`src/rtl/vld_rdy_fifo.sv`:
```
// Purpose : DEPTH-entry, DW-bit valid/ready buffering stage that reports its occupancy.
// Latency : a beat accepted at edge N appears on vld_o/dat_o after edge N; there is no dat_i->dat_o bypass.
// Backpr. : rdy_o = ~full (CUT_READY=1) or ~full | pop (CUT_READY=0); dat_o is held while vld_o & ~rdy_i.
// Option  : define VLD_RDY_FIFO_FLUSH_EN to add the synchronous flush_i port, which has priority over push/pop.
module vld_rdy_fifo #(
  parameter int DW        = 32,
  parameter int DEPTH     = 2,
  parameter int CUT_READY = 0,
  localparam int CW       = $clog2(DEPTH + 1)
) (
  input  logic          clk,
  input  logic          rst_n,
  input  logic          vld_i,
  output logic          rdy_o,
  input  logic [DW-1:0] dat_i,
  output logic          vld_o,
  input  logic          rdy_i,
  output logic [DW-1:0] dat_o,
  output logic [CW-1:0] cnt_o
`ifdef VLD_RDY_FIFO_FLUSH_EN
  ,
  input  logic          flush_i
`endif
);

  // Pointers need at least one bit. With DEPTH=1 the memory is padded to two
  // entries so that the 1-bit pointer indexes it exactly; entry 1 is never written.
  localparam int AW    = (DEPTH > 1) ? $clog2(DEPTH) : 1;
  localparam int MEM_N = (DEPTH > 1) ? DEPTH : 2;
  localparam logic [AW-1:0] LAST_PTR = AW'(DEPTH - 1);
  localparam logic [CW-1:0] FULL_CNT = CW'(DEPTH);

  logic [DW-1:0] mem [MEM_N];
  logic [AW-1:0] rd_ptr;
  logic [AW-1:0] wr_ptr;
  logic [CW-1:0] cnt;
  logic          flush;
  logic          full;
  logic          push;
  logic          pop;

`ifdef VLD_RDY_FIFO_FLUSH_EN
  assign flush = flush_i;
`else
  assign flush = 1'b0;
`endif

  // Wrap with an explicit compare so that a DEPTH that is not a power of two still cycles 0..DEPTH-1.
  function automatic logic [AW-1:0] ptr_next(input logic [AW-1:0] p);
    return (p == LAST_PTR) ? '0 : p + AW'(1);
  endfunction

  assign full  = (cnt == FULL_CNT);
  // A flush cycle hides the head and refuses input, so no handshake can occur in that cycle.
  assign vld_o = (cnt != '0) & ~flush;
  assign pop   = vld_o & rdy_i;

  generate
    if (CUT_READY != 0) begin : g_cut_ready
      // Ready depends only on registered state, which breaks the rdy_i->rdy_o path.
      assign rdy_o = ~full & ~flush;
    end else begin : g_pass_ready
      // While full, a beat can still be accepted in the same cycle that the head leaves.
      assign rdy_o = (~full | pop) & ~flush;
    end
  endgenerate

  assign push  = vld_i & rdy_o;
  assign dat_o = mem[rd_ptr];
  assign cnt_o = cnt;

  // Pointer and occupancy bookkeeping. Flush returns both to empty, and simultaneous push and pop leave the count unchanged.
  always_ff @(posedge clk or negedge rst_n) begin
    if (!rst_n) begin
      rd_ptr <= '0;
      wr_ptr <= '0;
      cnt    <= '0;
    end else if (flush) begin
      rd_ptr <= '0;
      wr_ptr <= '0;
      cnt    <= '0;
    end else begin
      if (push) begin
        wr_ptr <= ptr_next(wr_ptr);
      end
      if (pop) begin
        rd_ptr <= ptr_next(rd_ptr);
      end
      if (push && !pop) begin
        cnt <= cnt + CW'(1);
      end else if (pop && !push) begin
        cnt <= cnt - CW'(1);
      end
    end
  end

  // Payload storage. Reset clears every entry so that dat_o reads 0 out of reset. Flush leaves entries stale.
  always_ff @(posedge clk or negedge rst_n) begin
    if (!rst_n) begin
      for (int i = 0; i < MEM_N; i++) begin
        mem[i] <= '0;
      end
    end else if (push) begin
      mem[wr_ptr] <= dat_i;
    end
  end

endmodule
```
`config.mk`:
```
export PLATFORM = sky130hd
export DESIGN_NAME = vld_rdy_fifo
export DESIGN_NICKNAME = d
export VERILOG_FILES = /design/src/rtl/vld_rdy_fifo.sv
export SDC_FILE = /design/constraint.sdc
export NUM_CORES = 1
export LEC_CHECK = 0
export BUFFER_PORTS_ARGS = -buffer_cell sky130_fd_sc_hd__buf_2
export CAP_MARGIN = 15
export CORE_MARGIN = 10
export CORE_UTILIZATION = 30
export DETAILED_ROUTE_END_ITERATION = 6
export GPL_TIMING_DRIVEN = 0
export PLACE_DENSITY = 0.56
export SYNTH_ARGS = -nofsm -noshare
export SYNTH_HDL_FRONTEND = slang
export SYNTH_SLANG_ARGS = --single-unit
```
`constraint.sdc`:
```
create_clock -name clk -period 1.6 [get_ports clk]
set_input_delay 0.32 -clock clk [delete_from_list [all_inputs] [get_ports clk]]
set_output_delay 0.32 -clock clk [all_outputs]
set_load 0.02 [all_outputs]
```
**Yosys cells after proc, flatten, opt, wreduce, memory -nomap -nowiden**

Cells that the tools add are included.

- Flip-flop bits (word level): 68
- Input bits: 36
- Output and inout port bits: 36
- Logic and storage cells: 36

- Add/subtract/negate cells: 4
- Order comparisons: 3
- Equal/unequal tests: 1
- Multiplexer cells: 10
- Bitwise logic cells: 6
- Reductions and logical operators: 7

Operator list:

| operator | count |
|---|---|
| 32-bit two-way mux | 4 |
| 64-bit bitwise mux | 1 |
| 32-bit demux with 1-bit select | 1 |
| 2-bit >= comparator (second input constant) | 2 |
| 2-bit two-way mux | 2 |
| 1-bit NOT with 2-bit output | 2 |
| 2-bit nonzero test | 2 |
| 1-bit logical AND | 3 |
| 1-bit adder (second input constant) | 2 |
| 2-bit by 1-bit adder with 2-bit output (second input constant) | 1 |
| 1-bit bitwise AND | 2 |
| 2-bit == test (second input constant) | 1 |
| 1-bit zero test | 2 |
| 2-bit by 1-bit less-than comparator with 1-bit output (second input constant) | 1 |
| 1-bit two-way mux | 2 |
| 2-bit by 1-bit subtractor with 2-bit output (second input constant) | 1 |
| 1-bit NOT | 1 |
| 1-bit bitwise OR | 1 |

**Logic depth before layout (Yosys ltp)**

- Depth after elaboration: 8
- Gate-level depth with buffers: 6
- Mapped depth without buffers: 6

**Worst setup path before layout**

Ideal clock, no wire load.

- Kind: reg-to-reg
- Start: register cnt[0], in the netlist cnt_o[0]
- End: register mem[0] (netlist name)
- Library setup time: 0.125 ns
- Arrival: 1.704 ns
- Required time: 1.475 ns
- Path slack: -0.230 ns
- Stages on the path, launching flop included: 6
- Path buffers: 2
- Clock period less this slack: 1.830 ns
- Path through: dfrtp_1 -> or3b_4 -> and3_4 -> buf_6 -> buf_12 -> mux2_4

- Longest elaborated chain between the ends: 4
- Elaborated cells on any way between the ends: 6
- Classes of those cells: 1 x eq/ne; 4 x bitwise; 1 x reduce/logical

RTL lines:

| what | RTL line | RTL |
|---|---|---|
| from (decl) | 36 | `logic [CW-1:0] cnt;` |
| from (signal assigned) | 90 | `cnt <= cnt + CW'(1);` |
| from (signal assigned) | 92 | `cnt <= cnt - CW'(1);` |
| 2-bit nonzero test or 2-bit == test (tied branches) | 55, 53 |  |
| 1-bit bitwise AND or 1-bit NOT (tied branches) | 56, 64 |  |
| 1-bit bitwise OR * | 64 | `assign rdy_o = (~full \| pop) & ~flush;` |
| via rdy_o | 14 | `output logic rdy_o,` |
| 1-bit bitwise AND * | 68 | `assign push = vld_i & rdy_o;` |
| to (signal, indexed assignment) | 104 | `mem[wr_ptr] <= dat_i;` |
| to (decl) | 33 | `logic [DW-1:0] mem [MEM_N];` |

Mark *: on every way through the listed nets, which the timed path passes. The rest lies on a longest branch.
A chain may end at the register's enable or synchronous reset.

**Worst setup path in the final report**

- Start: register rd_ptr
- End: output port dat_o[31]

- Longest elaborated chain between the ends: 4

RTL lines:

| what | RTL line | RTL |
|---|---|---|
| from (decl) | 34 | `logic [AW-1:0] rd_ptr;` |
| from (signal assigned) | 87 | `rd_ptr <= ptr_next(rd_ptr);` |
| 1-bit NOT with 2-bit output (not written as such) | 69 | `assign dat_o = mem[rd_ptr];` |
| 32-bit two-way mux (not written as such) (3 in a row) | 69 |  |
| to (decl) | 18 | `output logic [DW-1:0] dat_o,` |

No other way between the ends. The select of a mux whose other input is x is not followed.

==> metrics.yaml <==
layout:
  drive_gt1_frac: 0.759
  syn2layout_area_growth_pct: 43.5
  final_area_mm2: 0.00470
  fin_cells: 439
  nets: 331
  insertedDiodeCount: 0
  final.fill_count: 1009
floorplan:
  die_w_um: 124
  io_pins: 72
  dieHeight_um: 124
  num_rows: 38
  core_mm2: 0.0107
  initial_core_util: 0.305
  die_area_mm2: 0.0155
cts:
  holdBufCountCts: 0
  numCtsBuffers: 9
  cts_num_sinks: 68
  clk_pin_slew_ns: 0.07
  root_buffer: "clkbuf_8"
  clk_latency_ns: 0.35
  htreeDepth: 3
  cts_tree: "built"
  clk_path_buf_depth: 2
setup_path:
  reg2regPathDepth: 5
  critical_path_class: "register to output pin"
  r2r_start: "cnt_o[0]"
  cp-end-kind: "output pin"
  ff2ff_setup_slack_ns: -0.17
  path_max_fanout: 5
  r2r_end: "mem[48]"
  start_kind: "register"
  required_ns: 1.28
  cp_data_arrival_time_ns: 1.49
sta:
  worstMarginPinSlew_ns: 0.894
  post-route-period-util: 1.13
  setup_slack_ns: -0.213
  rsz0062_at_grt: "true"
  period_needed_ns: 1.81
  setup_viol: 98
  finalMaxSlewViolations: 0
  hold_viol_final: 0
  finalClockSkew_ns: 0.0105
  clock.fmax_ghz: 0.552
  relSlewSlack: 0.404
place:
  place_area_mm2: 0.00381
  io_buffer_count: 71
  place_inst: 400
  dp_hpwl_mm: 4.85
  gp_congestion: 0.697
grt:
  grt_pass1_vias: 2248
  overflow: 0
  grt_max_degree: 69
  antenna_found_initial: 0
  groute.usage.overall: 0.102
  grt_pass1_wl_mm: 12.6
logic_synthesis:
  ys_seq_elements: 68
  synth.distinct_cells: 16
  synth_edf_count: 0
  synth_commonest_cells: "dfrtp_1, mux2_4, mux2_2, buf_12, clkbuf_1"
  syn_area_mm2: 0.00327
  synth-compound-area-share: 0
  synthMuxAreaShare: 0.399
  syn_inst: 189
  synth_area_per_cell_um2: 17.3
  syn_nets: 226
  yosys.area_share.simple: 0.0160
  yosys.area.top_type: "dfrtp_1"
  synthAdderAreaFrac: 0.00382
  ys_warn_count: 0
  synth_top_family_by_area: "multiplexers"
  synth.most_common_cell: "dfrtp_1"
  synthTopCellsByArea: "dfrtp_1, mux2_4, mux2_2, buf_12, xor2_1"
  seq_area_frac_synth: 0.520
  synth_flop_cell: "dfrtp_1"
  yosys.area_share.xor_xnor: 0.0134
  async_flop_share: 1.00
  synth_top_area_share: 0.520
power_and_ir_drop:
  vdd_drop_max_mv: 0.972
  power_density_mw_per_mm2: 2450
  p_leak_nw: 2.19
outcome:
  violations: "setup timing"
  status: "complete, but fails checks"
detailed_routing:
  antenna_left: 0
  avgRoutedWirePerCell_um: 17.7
  drt_pass1_iterations: 4
  drtIter0Drc: 77
  routed_wl_mm: 7.76
  drc: 0
  num_vias: 1930
  vias_per_cell: 4.40
flow_run:
  drv_cap: 0
hold_path:
  hold_class: "input port to async pin"
## final cells by class
class / count / area, um^2 / area share
plain buffers: 10 / 215 / 0.0458
clock buffers: 11 / 151 / 0.0322
clock inverters: 5 / 83.8 / 0.0178
multi-input cells: 109 / 1440 / 0.307
flip-flops and latches: 68 / 1710 / 0.363
well taps: 140 / 175 / 0.0373
repair buffers: 96 / 927 / 0.197
## worst max-delay path by stage
| stage | cells after the start | end | from |
|---|---|---|---|
| after floorplan | 5 | mem[33] | cnt_o[0] |
| after global placement | 1 | cnt_o[1] | rst_n |
| after detailed placement | 4 | dat_o[10] | rd_ptr |
| after CTS | 4 | dat_o[9] | rd_ptr |
| after global routing | 4 | dat_o[6] | rd_ptr |
| final | 4 | dat_o[31] | rd_ptr |
## what timing repair did
action | 4_1_cts | 5_1_grt
gates resized for setup | 86 | 12
pin swaps | 4 | 4
setup buffers | 11 | 6
cloned | 8 | 1
endpoints found under the setup margin | 96 | 99
## logic make-up after synthesis
kind of cell / after synthesis
multiplexers: 96
buffers and inverters: 12
adder cells (fa/ha/maj): 1
flip-flops: 68
XOR/XNOR: 5
AND/OR/NAND/NOR: 7
## per-stage QoR
step / worst slack [ns] / util / power (mW) / hold WS, ns / TNS (ns)
finish: -0.213 / 0.437 / 11.5 / 0.0869 / -15.86
global route: -0.274 / 0.437 / 12.2 / 0.151 / -20.05
CTS: -0.243 / 0.428 / 11.5 / 0.115 / -16.48
detailed placement: -0.326 / 0.355 / 8.09 / 0.477 / -16.84
global placement: -0.330 / 0.355 / 8.02 / 0.473 / -29.60
floorplan: -0.169 / - / 6.80 / 0.0244 / -9.55
## sequential cells by signal, summed over array words and instances, names as in the netlist
register and count:
cnt_o 2, wr_ptr 1, rd_ptr 1, mem 64
## report_power, final
part / switching (mW) / leakage, nW / internal, mW
combinational: 2.57 / 1.28 / 4.19
clock: 0.681 / 0.112 / 0.965
sequential: 0.474 / 0.796 / 2.62
## metal layers
metal	track usage	wire length (um)
met5	0	0
met4	0.0391	123
met3	0.0400	409
met2	0.161	3690
met1	0.123	3530
## critical path, stage by stage, from the launching register on
cell and delay, ns:
dfrtp_2 0.42, buf_12 0.14, clkbuf_16 0.15, mux2_2 0.30, buf_6 0.14
## placed cells by master (no fill, tap or decap), drive strengths merged
cell / netlist / routed
dfrtp: 68 / 68
nor2: 1 / 1
ha: 1 / 1
clkinvlp: 0 / 2
and2: 1 / 1
bufinv: 0 / 2
mux2: 96 / 96
nand2: 1 / 1
and3: 1 / 1
clkbuf: 4 / 18
xnor2: 2 / 2
or2: 1 / 1
buf: 8 / 99
or3b: 1 / 1
and3b: 1 / 1
clkinv: 0 / 1
xor2: 3 / 3
(Power assumes the default switching activity.)
